`config.mk`:
```
export PLATFORM = sky130hd
export DESIGN_NAME = fir_to_audio_bridge
export DESIGN_NICKNAME = d
export VERILOG_FILES = /design/src/rtl/fir_to_audio_bridge.sv
export SDC_FILE = /design/constraint.sdc
export NUM_CORES = 1
export LEC_CHECK = 0
export ABC_AREA = 0
export CAP_MARGIN = 5
export CORE_AREA = 8 8 226 206
export CTS_CLUSTER_DIAMETER = 120
export DETAILED_ROUTE_END_ITERATION = 10
export DIE_AREA = 0 0 234 214
export PLACE_DENSITY_LB_ADDON = 0.12
export SYNTH_ARGS = -nofsm -noshare
export SYNTH_HDL_FRONTEND = slang
export SYNTH_SLANG_ARGS = --single-unit
```
`constraint.sdc`:
```
create_clock -name clk_clk -period 3.8 [get_ports clk_clk]
set_input_delay 0.76 -clock clk_clk [delete_from_list [all_inputs] [get_ports clk_clk]]
set_output_delay 0.76 -clock clk_clk [all_outputs]
set_load 0.02 [all_outputs]
```
`src/rtl/fir_to_audio_bridge.sv`:
```
// Stereo FIR -> audio DAC stream bridge: scale/saturate, error substitution, prefill-gated FIFOs.
// Define FIR_BRIDGE_STATUS_CNT_EN to implement the drop_count/err_count status counters.
module fir_to_audio_bridge #(
  parameter int unsigned DEPTH   = 8,
  parameter int unsigned PREFILL = 4,
  parameter int unsigned SHIFT   = 8,
  parameter int unsigned OUT_W   = 24
) (
  input  logic        clk_clk,
  input  logic        reset_reset,
  input  logic [31:0] fir_left_output_data,
  input  logic        fir_left_output_valid,
  input  logic [1:0]  fir_left_output_error,
  input  logic [31:0] fir_right_output_data,
  input  logic        fir_right_output_valid,
  input  logic [1:0]  fir_right_output_error,
  output logic [31:0] left_input_data,
  output logic        left_input_valid,
  input  logic        left_input_ready,
  output logic [31:0] right_input_data,
  output logic        right_input_valid,
  input  logic        right_input_ready,
  output logic [1:0]  overflow_flag,
  output logic [1:0]  underrun_flag,
  output logic [15:0] drop_count,
  output logic [15:0] err_count
);
  localparam int unsigned AW = (DEPTH > 1) ? $clog2(DEPTH) : 1;
  localparam int unsigned CW = AW + 1;
  localparam logic [CW-1:0] DepthC   = CW'(DEPTH);
  localparam logic [CW-1:0] PrefillC = CW'(PREFILL);
  localparam logic signed [31:0] SatMax = 32'sh7FFF_FFFF >>> (32 - OUT_W);
  localparam logic signed [31:0] SatMin = 32'sh8000_0000 >>> (32 - OUT_W);

  typedef enum logic {StPrime, StRun} state_e;

  logic [31:0]        in_data [2];
  logic [1:0]         in_err [2];
  logic [1:0]         in_valid, out_ready, out_valid;
  logic [1:0]         s1_valid_q, s1_valid_d;
  logic [31:0]        s1_data_q [2], s1_data_d [2];
  logic [31:0]        last_good_q [2], last_good_d [2];
  logic [AW-1:0]      wptr_q [2], wptr_d [2], rptr_q [2], rptr_d [2];
  logic [CW-1:0]      count_q [2], count_d [2];
  state_e             state_q [2], state_d [2];
  logic [1:0]         overflow_q, overflow_d, underrun_q, underrun_d;
  logic [31:0]        mem_q [2][DEPTH];
  logic [1:0]         accept, pop, drop, err_hit;
  logic signed [31:0] shifted [2], clamped [2];

  assign in_data[0] = fir_left_output_data;
  assign in_data[1] = fir_right_output_data;
  assign in_err[0]  = fir_left_output_error;
  assign in_err[1]  = fir_right_output_error;
  assign in_valid   = {fir_right_output_valid, fir_left_output_valid};
  assign out_ready  = {right_input_ready, left_input_ready};

  always_comb begin
    for (int c = 0; c < 2; c++) begin
      shifted[c] = $signed(in_data[c]) >>> SHIFT;
      if (shifted[c] > SatMax) begin
        clamped[c] = SatMax;
      end else if (shifted[c] < SatMin) begin
        clamped[c] = SatMin;
      end else begin
        clamped[c] = shifted[c];
      end
      err_hit[c]     = in_valid[c] && (in_err[c] != 2'b00);
      s1_valid_d[c]  = in_valid[c];
      s1_data_d[c]   = err_hit[c] ? last_good_q[c] : clamped[c];
      last_good_d[c] = (in_valid[c] && !err_hit[c]) ? clamped[c] : last_good_q[c];

      out_valid[c] = (state_q[c] == StRun) && (count_q[c] != '0);
      pop[c]       = out_valid[c] && out_ready[c];
      // A full FIFO still takes the write when the head leaves on the same edge.
      accept[c]    = s1_valid_q[c] && ((count_q[c] < DepthC) || pop[c]);
      drop[c]      = s1_valid_q[c] && !accept[c];
      wptr_d[c]    = accept[c] ? wptr_q[c] + AW'(1) : wptr_q[c];
      rptr_d[c]    = pop[c] ? rptr_q[c] + AW'(1) : rptr_q[c];
      count_d[c]   = count_q[c] + CW'(accept[c]) - CW'(pop[c]);
      overflow_d[c] = overflow_q[c] | drop[c];

      state_d[c]    = state_q[c];
      underrun_d[c] = underrun_q[c];
      unique case (state_q[c])
        StPrime: if (count_d[c] >= PrefillC) state_d[c] = StRun;
        StRun: begin
          if ((count_q[c] == '0) && !accept[c]) begin
            state_d[c]    = StPrime;
            underrun_d[c] = 1'b1;
          end
        end
        default: state_d[c] = StPrime;
      endcase
    end
  end

  always_ff @(posedge clk_clk) begin
    if (reset_reset) begin
      s1_valid_q <= '0;
      overflow_q <= '0;
      underrun_q <= '0;
      for (int c = 0; c < 2; c++) begin
        s1_data_q[c]   <= '0;
        last_good_q[c] <= '0;
        wptr_q[c]      <= '0;
        rptr_q[c]      <= '0;
        count_q[c]     <= '0;
        state_q[c]     <= StPrime;
        for (int i = 0; i < int'(DEPTH); i++) mem_q[c][i] <= '0;
      end
    end else begin
      s1_valid_q <= s1_valid_d;
      overflow_q <= overflow_d;
      underrun_q <= underrun_d;
      for (int c = 0; c < 2; c++) begin
        s1_data_q[c]   <= s1_data_d[c];
        last_good_q[c] <= last_good_d[c];
        wptr_q[c]      <= wptr_d[c];
        rptr_q[c]      <= rptr_d[c];
        count_q[c]     <= count_d[c];
        state_q[c]     <= state_d[c];
        if (accept[c]) mem_q[c][wptr_q[c]] <= s1_data_q[c];
      end
    end
  end

  assign left_input_data   = mem_q[0][rptr_q[0]];
  assign right_input_data  = mem_q[1][rptr_q[1]];
  assign left_input_valid  = out_valid[0];
  assign right_input_valid = out_valid[1];
  assign overflow_flag     = overflow_q;
  assign underrun_flag     = underrun_q;

`ifdef FIR_BRIDGE_STATUS_CNT_EN
  logic [15:0] drop_count_q, drop_count_d, err_count_q, err_count_d;
  logic [16:0] drop_sum, err_sum;

  always_comb begin
    drop_sum     = {1'b0, drop_count_q} + 17'(drop[0]) + 17'(drop[1]);
    err_sum      = {1'b0, err_count_q} + 17'(err_hit[0]) + 17'(err_hit[1]);
    drop_count_d = drop_sum[16] ? 16'hFFFF : drop_sum[15:0];
    err_count_d  = err_sum[16] ? 16'hFFFF : err_sum[15:0];
  end

  always_ff @(posedge clk_clk) begin
    if (reset_reset) begin
      drop_count_q <= '0;
      err_count_q  <= '0;
    end else begin
      drop_count_q <= drop_count_d;
      err_count_q  <= err_count_d;
    end
  end

  assign drop_count = drop_count_q;
  assign err_count  = err_count_q;
`else
  assign drop_count = 16'h0000;
  assign err_count  = 16'h0000;
`endif

endmodule

```
==> reports/results.tsv, run 1 <==
metric	value	unit
status	completed	
fin_nets	1939	
vias_per_cell	5.737	
synth_edf_count	384	
core	42610	sq um
min_period_over_period	0.9585	
synth_flop_cell	edfxtp_1	
critical_path_class	flip-flop to output pin	
ys_types	49	
reg2reg_depth	12	
ys_ff_latch	508	
grt_start_max_net_pins	79	
grt_pass1_vias	14010	
cp.arrival	2.88	ns
slew_headroom	0.3220	
drc	0	
yosys_warnings	0	
crit_cells	4	
hp-class	flip-flop to flip-flop	
grt_pass1_wl	82730	um
dieArea	50080	sq um
ctsRootBufferMaster	clkbuf_16	
hpwl	33100	um
netlist_area	22370	sq um
drv_cap	0	
portBuffers	127	
min_from	last_good_q[0][42]$_SDFFE_PP0P_	
end_kind	output pin	
path_cells	buf_6 > mux4_1 > mux2_2 > clkdlybuf4s50_1	
crit_slowest_cell	mux4_1	
rrSetupSlack	1.09	ns
layout_commonest_cell	edfxtp_1	
worstPathRequired	3.04	ns
setup_tns	0	ns
cts.clk_slew.worst_paths	0.06	ns
num_rows	72	
rr_endpoint	state_q[0][0]$_SDFF_PP0_	
max_stage_delay	0.59	ns
cts_tree	built	
power_leakage	9.071	nW
async_reset_ff_frac	0	
crit_fanout	24	
die_h	214	um
min_period	3.642	ns
cts_sinks	508	
final.setup.worst_slack	0.1579	ns
grt_usage	0.2156	
synth_top_area_share	0.5155	
timing.rr.start	count_q[0][3]$_SDFF_PP0_	
synth_area_per_cell	12.83	sq um
ir_drop	332.0	uV
hold_viol	0	
drt_iter0_markers	1351	
route.vias.total	14050	
postLayoutCoreUtil	0.6047	
yosysSeqAreaShare	0.6265	
antenna_found_initial	0	
gp_congestion	0.7856	
wl_per_cell	22.31	um
clock_path_buffers	3	
crit_start	rptr_q[0][0]$_SDFFE_PP0P_	
setup_viol	0	
finClkSkew	0.01844	ns
stdcell_count	2448	
fill_cells	3375	
mostFrequentLayoutCells	384 x edfxtp_1, 351 x nor2_1, 248 x nand2_1	
crit_end	left_input_data[21]	
post-place-ws	0.6321	ns
wirelength	54620	um
diodes	0	
slew_violations	0	
hold_buffers	0	
fmax	274.6	MHz
numCtsBuffers	53	
critPathBufInv	2	
ant_nets	0	
drt-pass1-iter-count	7	
rsz0062_at_grt	false	
globalRouteOverflowTotal	0	
worst_pin_slew	1.017	ns
netlist_top_cells_area	edfxtp_1 52%, dfxtp_1 11%, mux4_1 11%, nor2_1 5.9%, nand2_1 4.2%	
synthCells	1743	
path_delay_family	multiplexers	
ioPinCount	176	
synth_area_leader_cell	edfxtp_1	
h-tree-depth	2	
area_delta_synth_final	15.18	%
die_w	234	um
placed_cells	2349	
clk_latency	0.59	ns
initial_utilization	0.5250	
layout-drive-gt1-share	0.1120	
power.density	543.5	nW/um^2
start_kind	flip-flop	
## Yosys cell counts (all sizes together) (3+ instances only)
cell    number
nor3b        4
mux2        51
clkbuf      48
inv         44
a21o         7
buf        115
nor4        25
edfxtp     384
dfxtp      124
nand3        3
or3          4
or3b         3
a41o         6
o31ai        6
a31oi        4
nor2       351
nand2      248
a31o         3
or4          3
ha          14
nor2b       14
o21ai       11
nand4       14
and3         3
and4        24
mux4        96
a21oi      108
and2         3
## worst min path at each step
stage | endpoint | slack, ns | depth (start not counted)
6_report | s1_data_q[0][42]$_SDFF_PP0_ | 0.44 | 2
5_1_grt | s1_data_q[0][42]$_SDFF_PP0_ | 0.46 | 2
4_1_cts | s1_data_q[0][42]$_SDFF_PP0_ | 0.44 | 2
3_5_place_dp | s1_data_q[0][22]$_SDFF_PP0_ | 0.44 | 2
3_3_place_gp | overflow_flag[0]$_SDFF_PP0_ | 0.44 | 2
2_1_floorplan | s1_data_q[0][0]$_SDFF_PP0_ | 0.43 | 2
## logic make-up after synthesis
family | Yosys count | share of synthesized area
AND/OR/NAND/NOR | 709 | 0.1363
flip-flops | 508 | 0.6265
other | 1 | 0.0001676
adder cells (fa/ha/maj) | 16 | 0.009621
multiplexers | 148 | 0.1382
AO/OA/AOI/OAI | 152 | 0.03859
XOR/XNOR | 2 | 0.0007832
buffers and inverters | 207 | 0.04984
## routing by layer
layer | track usage | vias to the layer above | routed length [um]
met1 | 0.3126 | 6995 | 24220
met2 | 0.3321 | 513 | 24970
met3 | 0.04484 | 71 | 4528
met4 | 0.04865 | 0 | 901
li1 | - | 6466 | -
met5 | 0 | - | 0
## power by group
| part | switching, W | internal, W | leakage [nW] |
|---|---|---|---|
| logic | 0.00136 | 0.00106 | 3.22 |
| clock network | 0.00211 | 0.00303 | 0.860 |
| registers | 0.000167 | 0.00628 | 4.99 |
| total | 0.00364 | 0.0104 | 9.07 |
## tightest hold or removal path, stage by stage, from the launching register on
cell,delay [ns]
dfxtp_1,0.31
nand2_1,0.05
a21oi_1,0.05
## cell type report
cell class,instances,area (sq um),area share
timing repair buffer,183,1730,0.06716
inverter,44,165.2,0.006410
multi-input combinational,1059,7407,0.2875
clock buffer,84,1639,0.06362
sequential,508,14020,0.5441
clock inverter,15,110.1,0.004274
tap,555,694.4,0.02695
## registers in the layout (all words and copies together), names as in the netlist, 6 cells and up
name,cells
s1_data_q,48
wptr_q,6
mem_q,384
rptr_q,6
count_q,8
last_good_q,48
## stage by stage
stage | hold slack, ns | cell area [sq um] | power, W
after floorplan | 0.4321 | 22490 | 0.008162
after global placement | 0.4378 | 24010 | 0.008951
after detailed placement | 0.4439 | 24010 | 0.008988
after CTS | 0.4444 | 25760 | 0.01410
after global routing | 0.4550 | 25760 | 0.01449
final | 0.4377 | 25760 | 0.01400
## repair_timing
item	in CTS	in global routing
resized for setup	0	1
endpoints found under the hold margin	0	0
setup endpoints to repair	0	12
setup buffers	0	0
(Power assumes the default switching activity.)
==> run 2: changes to the inputs <==
Settings changed: SLEW_MARGIN set to 10.
==> results of run 2 <==
Final layout, timing and power as in run 1 (identical DEF).
==> run 3: changes to the inputs <==
Settings changed: HOLD_SLACK_MARGIN set to 0.08.
==> results of run 3 <==
Final layout, timing and power as in run 1 (identical DEF).
